[src/rtl/trapezoid_integrator.sv]
// Windowed accumulator for trapezoid surface samples: sums num_segments samples, then holds the result until downstream handshake.
// Optional feature: define TRAP_INTEG_SAT_EN for a saturating accumulator with sticky overflow flag.
module trapezoid_integrator #(
    parameter int ACC_W = 40,
    parameter int CNT_W = 16
) (
    input  logic             clk,
    input  logic             rst_n,
    input  logic             start,
    input  logic [CNT_W-1:0] num_segments,
    input  logic [31:0]      surf_in,
    input  logic             surf_valid,
    input  logic             out_ready,
    output logic [ACC_W-1:0] integral,
    output logic             integral_valid,
    output logic             busy,
    output logic             overflow
);

    typedef enum logic [1:0] {
        IDLE  = 2'd0,
        ACCUM = 2'd1,
        HOLD  = 2'd2
    } state_t;

    state_t           state, state_nxt;
    logic [ACC_W-1:0] acc;
    logic [CNT_W-1:0] cnt;
    logic [CNT_W-1:0] num_lat;
    logic [CNT_W-1:0] cnt_inc;
    logic             accept_start;
    logic             sample_acc;
    logic             last_sample;

`ifdef TRAP_INTEG_SAT_EN
    logic             ovf;
    logic [ACC_W:0]   sum_ext;

    // Full-width sum; the extra top bit is the carry-out that triggers saturation.
    function automatic logic [ACC_W:0] add_sample(input logic [ACC_W-1:0] a, input logic [31:0] s);
        return {1'b0, a} + (ACC_W+1)'(s);
    endfunction

    function automatic logic [ACC_W-1:0] sat_acc(input logic [ACC_W:0] sum);
        return sum[ACC_W] ? {ACC_W{1'b1}} : sum[ACC_W-1:0];
    endfunction

    assign sum_ext  = add_sample(acc, surf_in);
    assign overflow = ovf;
`else
    function automatic logic [ACC_W-1:0] add_sample(input logic [ACC_W-1:0] a, input logic [31:0] s);
        return a + ACC_W'(s);
    endfunction

    assign overflow = 1'b0;
`endif

    assign accept_start = (state == IDLE) && start;
    assign sample_acc   = (state == ACCUM) && surf_valid;
    assign cnt_inc      = cnt + CNT_W'(1);
    assign last_sample  = sample_acc && (cnt_inc == num_lat);

    assign integral       = acc;
    assign integral_valid = (state == HOLD);
    assign busy           = (state != IDLE);

    always_ff @(posedge clk or negedge rst_n) begin
        if (!rst_n) begin
            state <= IDLE;
        end else begin
            state <= state_nxt;
        end
    end

    always_comb begin
        state_nxt = state;
        case (state)
            IDLE: begin
                if (start) begin
                    // An empty window produces an immediate zero result.
                    state_nxt = (num_segments == '0) ? HOLD : ACCUM;
                end
            end
            ACCUM: begin
                if (last_sample) begin
                    state_nxt = HOLD;
                end
            end
            HOLD: begin
                if (out_ready) begin
                    state_nxt = IDLE;
                end
            end
            default: state_nxt = IDLE;
        endcase
    end

    always_ff @(posedge clk or negedge rst_n) begin
        if (!rst_n) begin
            acc     <= '0;
            cnt     <= '0;
            num_lat <= '0;
        end else if (accept_start) begin
            acc     <= '0;
            cnt     <= '0;
            num_lat <= num_segments;
        end else if (sample_acc) begin
`ifdef TRAP_INTEG_SAT_EN
            acc     <= sat_acc(sum_ext);
`else
            acc     <= add_sample(acc, surf_in);
`endif
            cnt     <= cnt_inc;
        end
    end

`ifdef TRAP_INTEG_SAT_EN
    // Overflow is sticky for the remainder of the window; cleared only by a new window or reset.
    always_ff @(posedge clk or negedge rst_n) begin
        if (!rst_n) begin
            ovf <= 1'b0;
        end else if (accept_start) begin
            ovf <= 1'b0;
        end else if (sample_acc && sum_ext[ACC_W]) begin
            ovf <= 1'b1;
        end
    end
`endif

endmodule

[config.mk]
export PLATFORM = sky130hd
export DESIGN_NAME = trapezoid_integrator
export DESIGN_NICKNAME = d
export VERILOG_FILES = /design/src/rtl/trapezoid_integrator.sv
export SDC_FILE = /design/constraint.sdc
export NUM_CORES = 1
export LEC_CHECK = 0
export ABC_AREA = 1
export CORE_UTILIZATION = 40
export CTS_BUF_LIST = sky130_fd_sc_hd__clkbuf_2 sky130_fd_sc_hd__clkbuf_4 sky130_fd_sc_hd__clkbuf_8
export CTS_CLUSTER_DIAMETER = 120
export DETAILED_ROUTE_END_ITERATION = 8
export PLACE_DENSITY = 0.64
export SLEW_MARGIN = 10
export SYNTH_ARGS = -nofsm -noshare
export SYNTH_HDL_FRONTEND = slang
export SYNTH_SLANG_ARGS = --single-unit
[constraint.sdc]
create_clock -name clk -period 2.1 [get_ports clk]
set_input_delay 0.42 -clock clk [delete_from_list [all_inputs] [get_ports clk]]
set_output_delay 0.42 -clock clk [all_outputs]
set_load 0.03 [all_outputs]
## Word level (Yosys, flattened, before mapping)

Cells that the tools add are included.

- Add/subtract/negate cells: 2
- Eq/ne operators: 6
- Multiplexer cells: 9
- Reductions and logical operators: 8

Operators with widths:

| operator | count |
|---|---|
| $mux W40 | 2 |
| $add A40 B32 Y40 | 1 |
| $mux W16 | 2 |
| $add A16 B1 Y16 const B | 1 |
| $eq A16 B16 Y1 | 1 |
| $logic_not A16 Y1 | 1 |
| $mux W2 | 4 |
| $ne A2 B2 Y1 const B | 3 |
| $pmux W2 S3 | 1 |
| $reduce_bool A2 Y1 | 2 |
| $logic_and A1 B1 Y1 | 3 |
| $reduce_and A3 Y1 | 1 |
| $eq A2 B1 Y1 const B | 1 |
| $eq A2 B2 Y1 const B | 1 |
| $logic_not A2 Y1 | 1 |

- Register bits after elaboration: 74
- Input bits: 53

## Longest topological paths before layout

- Depth in word-level cells: 5
- Mapped depth: 15
- Mapped depth without buffers: 15

## Worst setup path after synthesis

OpenSTA, ideal clock, no wires.

- Path kind: flip-flop to flip-flop
- From: register acc[0] (netlist: integral[0])
- To: register acc[36] (netlist: integral[36])
- Arrival time: 2.128 ns
- Data required time: 1.980 ns
- Slack: -0.148 ns
- Cell stages (with the launch flop): 14
- Period minus slack after synthesis: 2.248 ns
- Path through: dfrtp_1 -> ha_1 -> inv_1 -> fa_1 -> o21ai_1 -> nand2_1 -> nand2_1 -> nand3_1 -> nand2_1 -> nand3_1 -> nand2_1 -> nand4_1 -> nand2_1 -> nor2_1

- Word-level cells in the longest chain between the ends: 3

RTL lines:

| element | line | text |
|---|---|---|
| from (decl) | 27 | `logic [ACC_W-1:0] acc;` |
| from (signal assigned) | 111 | `acc <= add_sample(acc, surf_in);` |
| $add A40 B32 Y40 | 52 | `return a + ACC_W'(s);` |
| $mux W40 | 107 | `end else if (sample_acc) begin` |
| $mux W40 | 103 | `end else if (accept_start) begin` |

No other way between the ends. The select of a mux whose other input is x is not followed.
A chain may end at the register's enable or synchronous reset.

## Final worst setup path

- From: input port surf_in[5]
- To: register acc[20] (netlist: integral[20])

- Word-level cells in the longest chain between the ends: 3

RTL lines:

| element | line | text |
|---|---|---|
| from (decl) | 11 | `input logic [31:0] surf_in,` |
| $add A40 B32 Y40 | 52 |  |
| $mux W40 | 107 |  |
| $mux W40 | 103 |  |

No other way between the ends. The select of a mux whose other input is x is not followed.

==> impl_metrics.json <==
{
  "status": "complete, no violations",
  "cts.sinks": 74,
  "cts_buffers": 9,
  "grt_pass1_wl_mm": 30.2,
  "finalClockSkew_ns": 0.0117,
  "worstSetupPathType": "input port to register",
  "hold_viol_final": 0,
  "min_path_cells": 2,
  "syn_avg_cell_area_um2": 6.43,
  "syn2layout_area_growth_pct": 52.1,
  "synthSimpleGateAreaFrac_pct": 36.5,
  "ant_nets": 0,
  "min_path_type": "register to register",
  "clk_latency_ns": 0.40,
  "reg2reg_to": "integral[24]",
  "reg2reg_depth": 12,
  "reg2reg_slack_ns": 0.05,
  "cts-root-buf": "clkbuf_8",
  "fin_area_mm2": 0.00896,
  "p_total_w": 0.0109,
  "cts.clk_slew.worst_paths_ns": 0.09,
  "cts_tree": "done",
  "async_flop_share_pct": 100,
  "synth_area_mm2": 0.00589,
  "ys_ff_latch": 74,
  "fmax_mhz": 485,
  "grt_overflow": 0,
  "drc": 0,
  "htree_levels": 3,
  "r2r_start": "integral[0]",
  "routedWlPerCell_um": 14.7,
  "fin_nets": 1230,
  "start_util_pct": 41.8,
  "power.density_mw_per_mm2": 1220,
  "synth_mux_area_share_pct": 0,
  "drv_cap": 0,
  "peakVddDrop_uv": 768,
  "drive_gt1_share_pct": 26.4,
  "setup_viol": 0,
  "synth_seq_area_share_pct": 31.4,
  "power.leakage_nw": 4.30,
  "n_antenna_cell": 0,
  "synthAdderAreaFrac_pct": 7.35,
  "fin_crit_sh_pct": 98.3,
  "viasPerCell": 5.12,
  "synth_top_cell_by_area": "dfrtp_1",
  "yosys-top-cells-area": "dfrtp_1 (31%), nand2_1 (18%), ha_1 (7.0%), inv_1 (6.4%), nor2_1 (6.4%)",
  "drt-total-wl_mm": 19.6,
  "ys_types": 38,
  "synth_compound_area_share_pct": 15.4,
  "first_global_vias": 6285,
  "gp_congestion": 0.943,
  "setup_tns_ns": 0,
  "hold_end": "num_lat[15]",
  "yosysWarnings": 0,
  "die-area_mm2": 0.0152,
  "hpwl_mm": 14.4,
  "netlist_top_cells_count": "nand2_1 (283), inv_1 (101), nor2_1 (101)",
  "antenna_found_initial": 0,
  "synth_edf_count": 0,
  "synth.most_common_cell": "nand2_1",
  "required_ns": 2.41,
  "core_mm2": 0.0141,
  "vias": 6804,
  "tightestPinTransition_ns": 0.720,
  "synth_xor_area_share_pct": 1.13,
  "drt_pass1_iterations": 5,
  "grt_max_degree": 45,
  "synth_top_family_by_area": "simple AND/OR/NAND/NOR gates",
  "pin_count": 96,
  "syn-num-nets": 1003,
  "ys.flop_type": "dfrtp_1",
  "slew_headroom_pct": 51.9,
  "die_h_um": 123,
  "fin_util_pct": 63.6,
  "nFillCells": 1275,
  "synth.top_cell.area_share_pct": 31.4,
  "die_w_um": 123,
  "start_kind": "input port",
  "postSynthCellCount": 916,
  "setup_slack_ns": 0.0367,
  "portBuffers": 94,
  "min-delay-start": "num_lat[15]",
  "path_max_fanout": 4,
  "clk_path_buf_depth": 2,
  "num_rows": 43,
  "rsz0062_at_grt": "true",
  "end_kind": "register",
  "worstPathArrival_ns": 2.38,
  "dpl_cell_area_mm2": 0.00795,
  "drt_iter0_markers": 424,
  "period_minus_slack_ns": 2.06,
  "maxSlewViolCount": 0,
  "grt.total_usage_pct": 25.9,
  "preCtsSetupSlack_ns": -0.595
}
## where the power goes
part	internal, W	switching, W
Combinational	0.00326	0.00405
Clock	0.000594	0.000672
Sequential	0.00189	0.000431
## cells by family after synthesis
kind of cell               Yosys count
xor gates and xnor gates             6
AOI/OAI and AO/OA                  168
and+or+nand+nor                    509
DFF                                 74
buffers and inverters              124
other                                1
adders and majority gates           34
## what timing repair did
action	in CTS	in global routing
resized for setup	31	132
pin swaps	7	27
buffers inserted	5	6
hold buffers	1	0
setup endpoints to repair	24	33
endpoints found under the hold margin	30	0
## registers in the layout, indices dropped and copies added, names as in the netlist
signal,flops
cnt,16
num_lat,16
state,2
integral,40
## through the flow
stage	instances	hold slack (ns)
floorplan	916	0.124
finish	1328	0.509
detailed placement	1300	0.410
CTS	1322	0.496
global route	1328	0.529
global placement	1300	0.410
## critical path: stages
cell and delay (ns):
clkdlybuf4s50_1 0.54, ha_4 0.24, a21oi_2 0.19, nor2_1 0.06, nor2_1 0.17, nand2_2 0.14, a21oi_4 0.20, o21bai_1 0.14
nand2_1 0.08, nand2_1 0.04, o21ai_0 0.14
## cell type report
type                    instances  area, um^2  share of cell area (%)
inverters                     108         405                    4.52
flip-flops and latches         74        1850                    20.7
multi-input cells             718        4250                    47.4
clock buffers                  10         138                    1.54
well taps                     180         225                    2.51
clock inverters                 6        72.6                   0.810
repair buffers                232        2020                    22.5
## cells in the final DEF (no fill, tap or decap), types with 4 or more instances in the layout
cell type,instances
ha_4,25
nor2_2,20
dlymetal6s2s_1,12
nand4_1,14
ha_1,8
o21bai_1,4
a21oi_1,43
nand2_1,260
a21oi_2,16
o21ai_2,10
buf_4,137
a21oi_4,4
inv_2,10
o22ai_1,12
clkbuf_8,10
nor2_4,11
clkdlybuf4s50_1,79
o21ai_0,54
nor2_1,79
dfrtp_1,72
o21ai_1,12
nand3_1,65
nand3_2,7
nor3_1,4
nand2_2,32
inv_1,98
## layer usage
layer | part of all wire [%] | wire length, um | track usage, %
met5 | 0 | 0 | 0
met4 | 1.7 | 340 | 7.53
met3 | 5.0 | 978 | 3.55
met2 | 46 | 8950 | 41.6
met1 | 48 | 9290 | 36.1
## how the worst max path moves through the flow
| stage | start | slack (ns) | end | cells after the start |
|---|---|---|---|---|
| 2_1_floorplan | integral[0] | 0.05 | integral[36] | 13 |
| 3_3_place_gp | surf_in[0] | -0.55 | integral[28] | 12 |
| 3_5_place_dp | surf_in[0] | -0.60 | integral[28] | 12 |
| 4_1_cts | surf_in[5] | -0.008 | integral[26] | 12 |
| 5_1_grt | integral[0] | -0.06 | integral[36] | 13 |
| 6_report | surf_in[5] | 0.04 | integral[20] | 11 |
(Power assumes the default switching activity.)
